===== src/rtl/mem_access_unit.sv =====
// Memory-side datapath: MAR/MDR/IR registers, internal synchronous RAM and a
// request/busy/done sequencer with configurable wait states before the RAM access.
module mem_access_unit #(
    parameter int unsigned DATA_WIDTH   = 8,
    parameter int unsigned ADDR_WIDTH   = 8,
    parameter int unsigned DEPTH        = 256,
    parameter int unsigned WAIT_STATES  = 1,
    parameter int unsigned OPCODE_WIDTH = 5
) (
    input  logic                    clk,
    input  logic                    rst,
    input  logic [DATA_WIDTH-1:0]   busC,
    input  logic [DATA_WIDTH-1:0]   bus_alu,
    input  logic                    mar_sclr,
    input  logic                    mar_en,
    input  logic                    mar_inc,
    input  logic                    mdr_en,
    input  logic                    mdr_alu_n,
    input  logic                    ir_sclr,
    input  logic                    ir_en,
    input  logic                    mem_req,
    input  logic                    wr_rdn,
    output logic                    mem_busy,
    output logic                    mem_done,
    output logic                    addr_err,
    output logic [ADDR_WIDTH-1:0]   MAR_m,
    output logic [DATA_WIDTH-1:0]   MDR_m,
    output logic [OPCODE_WIDTH-1:0] instruction
);

    localparam int unsigned CNT_W = 4;

    typedef enum logic [1:0] {S_IDLE, S_WAIT, S_ACCESS, S_DONE} state_t;

    state_t                  state, state_nxt;
    logic [CNT_W-1:0]        wait_cnt, wait_cnt_nxt;
    logic [ADDR_WIDTH-1:0]   cap_addr;
    logic [DATA_WIDTH-1:0]   cap_data;
    logic                    cap_wr;
    logic                    cap_err;
    logic [DATA_WIDTH-1:0]   ram [DEPTH];

    // Next-state logic: IDLE -> WAIT (x WAIT_STATES) -> ACCESS -> DONE -> IDLE
    always_comb begin
        state_nxt    = state;
        wait_cnt_nxt = wait_cnt;
        case (state)
            S_IDLE: begin
                wait_cnt_nxt = '0;
                if (mem_req) begin
                    state_nxt = (WAIT_STATES == 0) ? S_ACCESS : S_WAIT;
                end
            end
            S_WAIT: begin
                if (wait_cnt == CNT_W'(WAIT_STATES - 1)) begin
                    state_nxt = S_ACCESS;
                end else begin
                    wait_cnt_nxt = wait_cnt + CNT_W'(1);
                end
            end
            S_ACCESS: state_nxt = S_DONE;
            S_DONE:   state_nxt = S_IDLE;
            default:  state_nxt = S_IDLE;
        endcase
    end

    always_ff @(posedge clk) begin
        if (!rst) begin
            state       <= S_IDLE;
            wait_cnt    <= '0;
            mem_busy    <= 1'b0;
            mem_done    <= 1'b0;
            addr_err    <= 1'b0;
            MAR_m       <= '0;
            MDR_m       <= '0;
            instruction <= '0;
            cap_addr    <= '0;
            cap_data    <= '0;
            cap_wr      <= 1'b0;
            cap_err     <= 1'b0;
        end else begin
            state    <= state_nxt;
            wait_cnt <= wait_cnt_nxt;
            mem_busy <= (state_nxt != S_IDLE);
            mem_done <= (state_nxt == S_DONE);
            addr_err <= (state_nxt == S_DONE) && cap_err;

            // Register-bank side loads are only honoured while the sequencer is idle
            if (state == S_IDLE) begin
                if (mem_req) begin
                    cap_addr <= MAR_m;
                    cap_data <= MDR_m;
                    cap_wr   <= wr_rdn;
                    cap_err  <= (32'(MAR_m) >= DEPTH);
                end
                if (mar_sclr) begin
                    MAR_m <= '0;
                end else if (mar_en) begin
                    MAR_m <= busC[ADDR_WIDTH-1:0];
                end else if (mar_inc) begin
                    MAR_m <= MAR_m + ADDR_WIDTH'(1);
                end
                if (mdr_en && !mdr_alu_n) begin
                    MDR_m <= bus_alu;
                end
            end

            if (state == S_ACCESS && !cap_wr) begin
                MDR_m <= cap_err ? '0 : ram[cap_addr];
            end

            if (ir_sclr) begin
                instruction <= '0;
            end else if (ir_en) begin
                instruction <= MDR_m[DATA_WIDTH-1 -: OPCODE_WIDTH];
            end
        end
    end

    // RAM contents survive reset, but an asserted reset cancels an in-flight write
    always_ff @(posedge clk) begin
        if (rst && state == S_ACCESS && cap_wr && !cap_err) begin
            ram[cap_addr] <= cap_data;
        end
    end

endmodule


===== config.mk =====
export PLATFORM = sky130hd
export DESIGN_NAME = mem_access_unit
export DESIGN_NICKNAME = d
export VERILOG_FILES = /design/src/rtl/mem_access_unit.sv
export SDC_FILE = /design/constraint.sdc
export NUM_CORES = 2
export LEC_CHECK = 0
export CAP_MARGIN = 25
export CORE_UTILIZATION = 55
export CTS_CLUSTER_SIZE = 10
export DETAILED_ROUTE_END_ITERATION = 10
export PLACE_DENSITY_LB_ADDON = 0.12
export SETUP_SLACK_MARGIN = 0.3
export SKIP_CTS_REPAIR_TIMING = 1
export SYNTH_ARGS = -nofsm -noshare
export SYNTH_HDL_FRONTEND = slang
export SYNTH_SLANG_ARGS = --single-unit

===== constraint.sdc =====
create_clock -name clk -period 6 [get_ports clk]
set_input_delay 0.9 -clock clk [delete_from_list [all_inputs] [get_ports clk]]
set_output_delay 0.9 -clock clk [all_outputs]
set_load 0.1 [all_outputs]

== Word level (Yosys, flattened, before mapping) ==
Memories as Yosys holds them, arrays and structs flattened. A register that Yosys moved wholly into a read port is not among the register bits.
Index checks and enable logic that the tools add are counted.

* Reduce and logical (&&, ||, !) cells: 18
* Bitwise logic cells: 1
* Equal/unequal tests: 5
* Add/sub/neg operators: 2
* Mux-type cells: 15

{| class="wikitable"
|+ Operator list
! kind !! number
|-
| $mux 8 || 8
|-
| $add 8x1->8 const B || 1
|-
| $pmux 2 s4 || 1
|-
| $pmux 4 s2 || 1
|-
| $reduce_and 2->1 || 4
|-
| $reduce_bool 2->1 || 4
|-
| $eq 2x2->1 const B || 3
|-
| $add 4x1->4 const B || 1
|-
| $logic_and 1x1->1 || 4
|-
| $logic_not 4->1 || 1
|-
| $mux 2 || 2
|-
| $mux 4 || 1
|-
| $reduce_bool 3->1 || 1
|-
| $eq 2x1->1 const B || 1
|-
| $logic_not 1->1 || 2
|-
| $logic_not 2->1 || 1
|-
| $mux 1 || 2
|-
| $ne 2x2->1 const B || 1
|-
| $reduce_or 2->1 || 1
|-
| $not 1->1 || 1
|}

* Output and inout bits: 24
* Memories: 1
* Register bits: 46
* Bits in writable memories: 2,048
* Input port bits: 27

{| class="wikitable"
|+ Memories
! name !! words !! bits a word !! rd ports !! clocked after memory_dff !! wr ports !! line !! source
|-
| ram || 256 || 8 || 1 || 1 || 1 || 41 || <nowiki>logic [DATA_WIDTH-1:0] ram [DEPTH];</nowiki>
|}

== Logic depth before layout (Yosys ltp) ==
* Word-level depth: 5
* Mapped depth: 13
* Mapped depth without buffers: 7

== Least setup slack after synthesis ==
OpenSTA, ideal clock, no wires.

* Kind: register to register
* Start point: register cap_data[0]
* End point: memory ram[0][0] (data pin)
* Arrival time: 3.397 ns
* Clock period less this slack: 4.253 ns
* Setup time: 0.856 ns
* Cell stages (with the launch flop): 1
* Slack: 1.747 ns
* Path through: dfxtp_1

{| class="wikitable"
|+ RTL lines
! item !! line !! source
|-
| from (decl) || 38 || <nowiki>logic [DATA_WIDTH-1:0] cap_data;</nowiki>
|-
| from (signal assigned) || 92 || <nowiki>cap_data <= MDR_m;</nowiki>
|-
| to (decl) || 41 ||
|}

No word-level cell before the write port.

==> impl_results.md <==
* Status: finished clean
* Mean post-synth cell area at 20.0 um2
* Synth unique cells at 70
* Post-synth top flop: edfxtp_1
* Largest cells by area after synthesis: edfxtp_1, mux4_2, mux2i_1
* Post-synthesis cell area at between 80000 and 90000 um2
* DRT Wirelength at 218000 um
* Wire per inst at between 30 and 40 um
* H-tree depth at 4
* Cell area after layout at 91100 um2
* Pwr dens at 324 nW/um2
* DR iter-0 viols at roughly 5500
* Post-synth top area cell: edfxtp_1
* Clk Tree Root Cell: clkbuf_16
* Layout cells sized above 1 at 0.202
* Clk Latency, worst-skew pair at between 800 and 900 ps
* Core ar. at 148000 um2
* EDFF count, synth at 2048
* CTS clk-pin slew, worst paths at 60 ps
* RSZ-0062 raised after global routing: false
* Synthesized netlist cell count at 4116
* Final hold viol count at 0
* Initial DRT Pass Iterations at 5
* Vias in the first global route at about 41000
* Slew headroom at 0.140
* Pre-CTS setup slack at 1380 ps
* Port bufs at 49
* CTS Sinks at 2102
* Die area at about 150000 um2
* Period minus WS final at 4190 ps
* Final WS setup at 1810 ps
* Slew Viols, Final at 0
* Syn-to-layout area delta at 10.8%
* Gp weighted congestion at 0.910
* DP HPWL at roughly 130000 um
* Yosys Warn Count at 0
* Vias after detailed routing at 42500
* Seq/Total Area, Yosys at 0.761
* Starting Density at 0.556
* Period utilization at 0.699
* First-pass GRT wire length at 310000 um
* Num CTS Buffers at between 200 and 250
* Die width at 389 um
* Chip Height at 389 um
* Synthesized Nets at 4146
* Leak at 28.0 nW
* Multi-input logic area at 18200 um2
* Max VDD drop at 0.000263 V
* Hold crit path type: reg -> reg
* Register cell area after layout at 62600 um2
* Initial antenna violation count at 4
* Post-route DRC at 0
* WP data required at 6700 ps
* Row cnt at between 100 and 150
* Fillers at between 10000 and 15000
* Synth top area share at 0.748
* Post-route ant nets at 0
* Worst Clk Skew at 52.2 ps
* Slew of the pin with the lowest slew margin at around 1300 ps
* Final setup vio count at 0
* Setup tns final at 0 ps
* Routed vias/inst at 6.78
* Pin count of the biggest net entering global routing at 201
* Nets@finish at 4292
* Asr flop ratio synth at 0
* I/O pin cnt at 51
* Number of max-cap violations at 0
* Critical path endpoint category: register
* Critical Path Source Type: register
* Yosys reg bits at 2102
* Clk buf depth at 3
* Fin Hold WS at 502 ps
* GRT Overall Usage at 0.292
* CTS tree: yes
* Placed instance area at 84700 um2
* CP arrival at 4900 ps
* Grt ovf at 0
* Fmax at 238 MHz
* Critical Path Fanout Max at 39
* CP Class: reg -> reg
## metal layers
| metal | vias to the layer above | routed length (um) | GRT usage |
|---|---|---|---|
| li1 | 17100 | - | - |
| met1 | 22400 | 88000 | 0.429 |
| met4 | 6 | 7640 | 0.101 |
| met3 | 409 | 24500 | 0.0814 |
| met2 | 2547 | 98100 | 0.423 |
| met5 | - | 41 | 0 |
## critical path, stage by stage (launching register included)
cell and delay (ps):
dfxtp_4 790, clkinv_2 820, buf_12 500, nand2_1 110, a21oi_1 100, or4_1 660, o31ai_1 670, and3_1 270
a21oi_1 70
## registers in the layout, indices dropped and copies added, names as in the netlist, named ones only
signal,count
MAR_m,8
MDR_m,8
wait_cnt,4
cap_data,8
mem_busy,1
state,2
cap_addr,8
cap_wr,1
mem_done,1
ram,2048
instruction,5
## final timing paths
check / start / end / slack, ps / depth (start not counted)
max: register / MDR_m[7] / 1810 / 8
min: instruction[0] / instruction[0] / 500 / 2
min reg2reg: instruction[0] / instruction[0] / 500 / 2
max reg2reg: register / MDR_m[7] / 1810 / 8
## layout make-up
class                   instances  share of cell area
flip-flops and latches       2102               0.687
clock buffers                 287              0.0659
inverters                       8            0.000385
repair buffers                154              0.0165
diodes                          2           0.0000549
well taps                    1930              0.0265
clock inverters                19             0.00350
multi-input cells            1766               0.200
## stage by stage
| stage | cells | util | power [W] |
|---|---|---|---|
| after floorplan | 4116 | - | 0.0171 |
| after CTS | 6263 | 0.615 | 0.0296 |
| after detailed placement | 5957 | 0.573 | 0.0175 |
| final | 6268 | 0.616 | 0.0295 |
| after global placement | 5952 | 0.572 | 0.0175 |
| after global routing | 6266 | 0.615 | 0.0302 |
## cells in the final DEF, fill, tap and decap left out, types with 49 or more instances in the layout
master	instances
mux4_2	461
a21oi_1	54
mux2i_1	171
clkdlybuf4s50_1	49
o22ai_1	55
nand2_1	214
o21ai_0	55
clkbuf_1	55
edfxtp_1	2048
nor2_1	332
clkbuf_16	231
buf_4	84
## kinds of logic after synthesis
family                   synth area share
flip-flops                          0.761
AO/OA/AOI/OAI                      0.0300
adder cells (fa/ha/maj)          0.000456
other                           0.0000456
AND/OR/NAND/NOR                    0.0392
multiplexers                        0.151
buffers and inverters              0.0189
## cells in the mapped netlist, drive strengths merged, types with 53 or more instances
cell type	n
dfxtp	54
mux4	467
nor2	333
mux2i	171
nand2	223
o21ai	57
clkbuf	83
nand3	53
buf	157
o22ai	55
a21oi	54
edfxtp	2048
## power by group
part / internal, W / total (W) / leakage, nW / switching [W]
combinational: 0.000313 / 0.000989 / 5.47 / 0.000677
clock: 0.00692 / 0.0123 / 3.05 / 0.00543
sequential: 0.0161 / 0.0162 / 19.5 / 0.000101
total: 0.0233 / 0.0295 / 28.0 / 0.00621
Power figures use the tool's default switching activity.
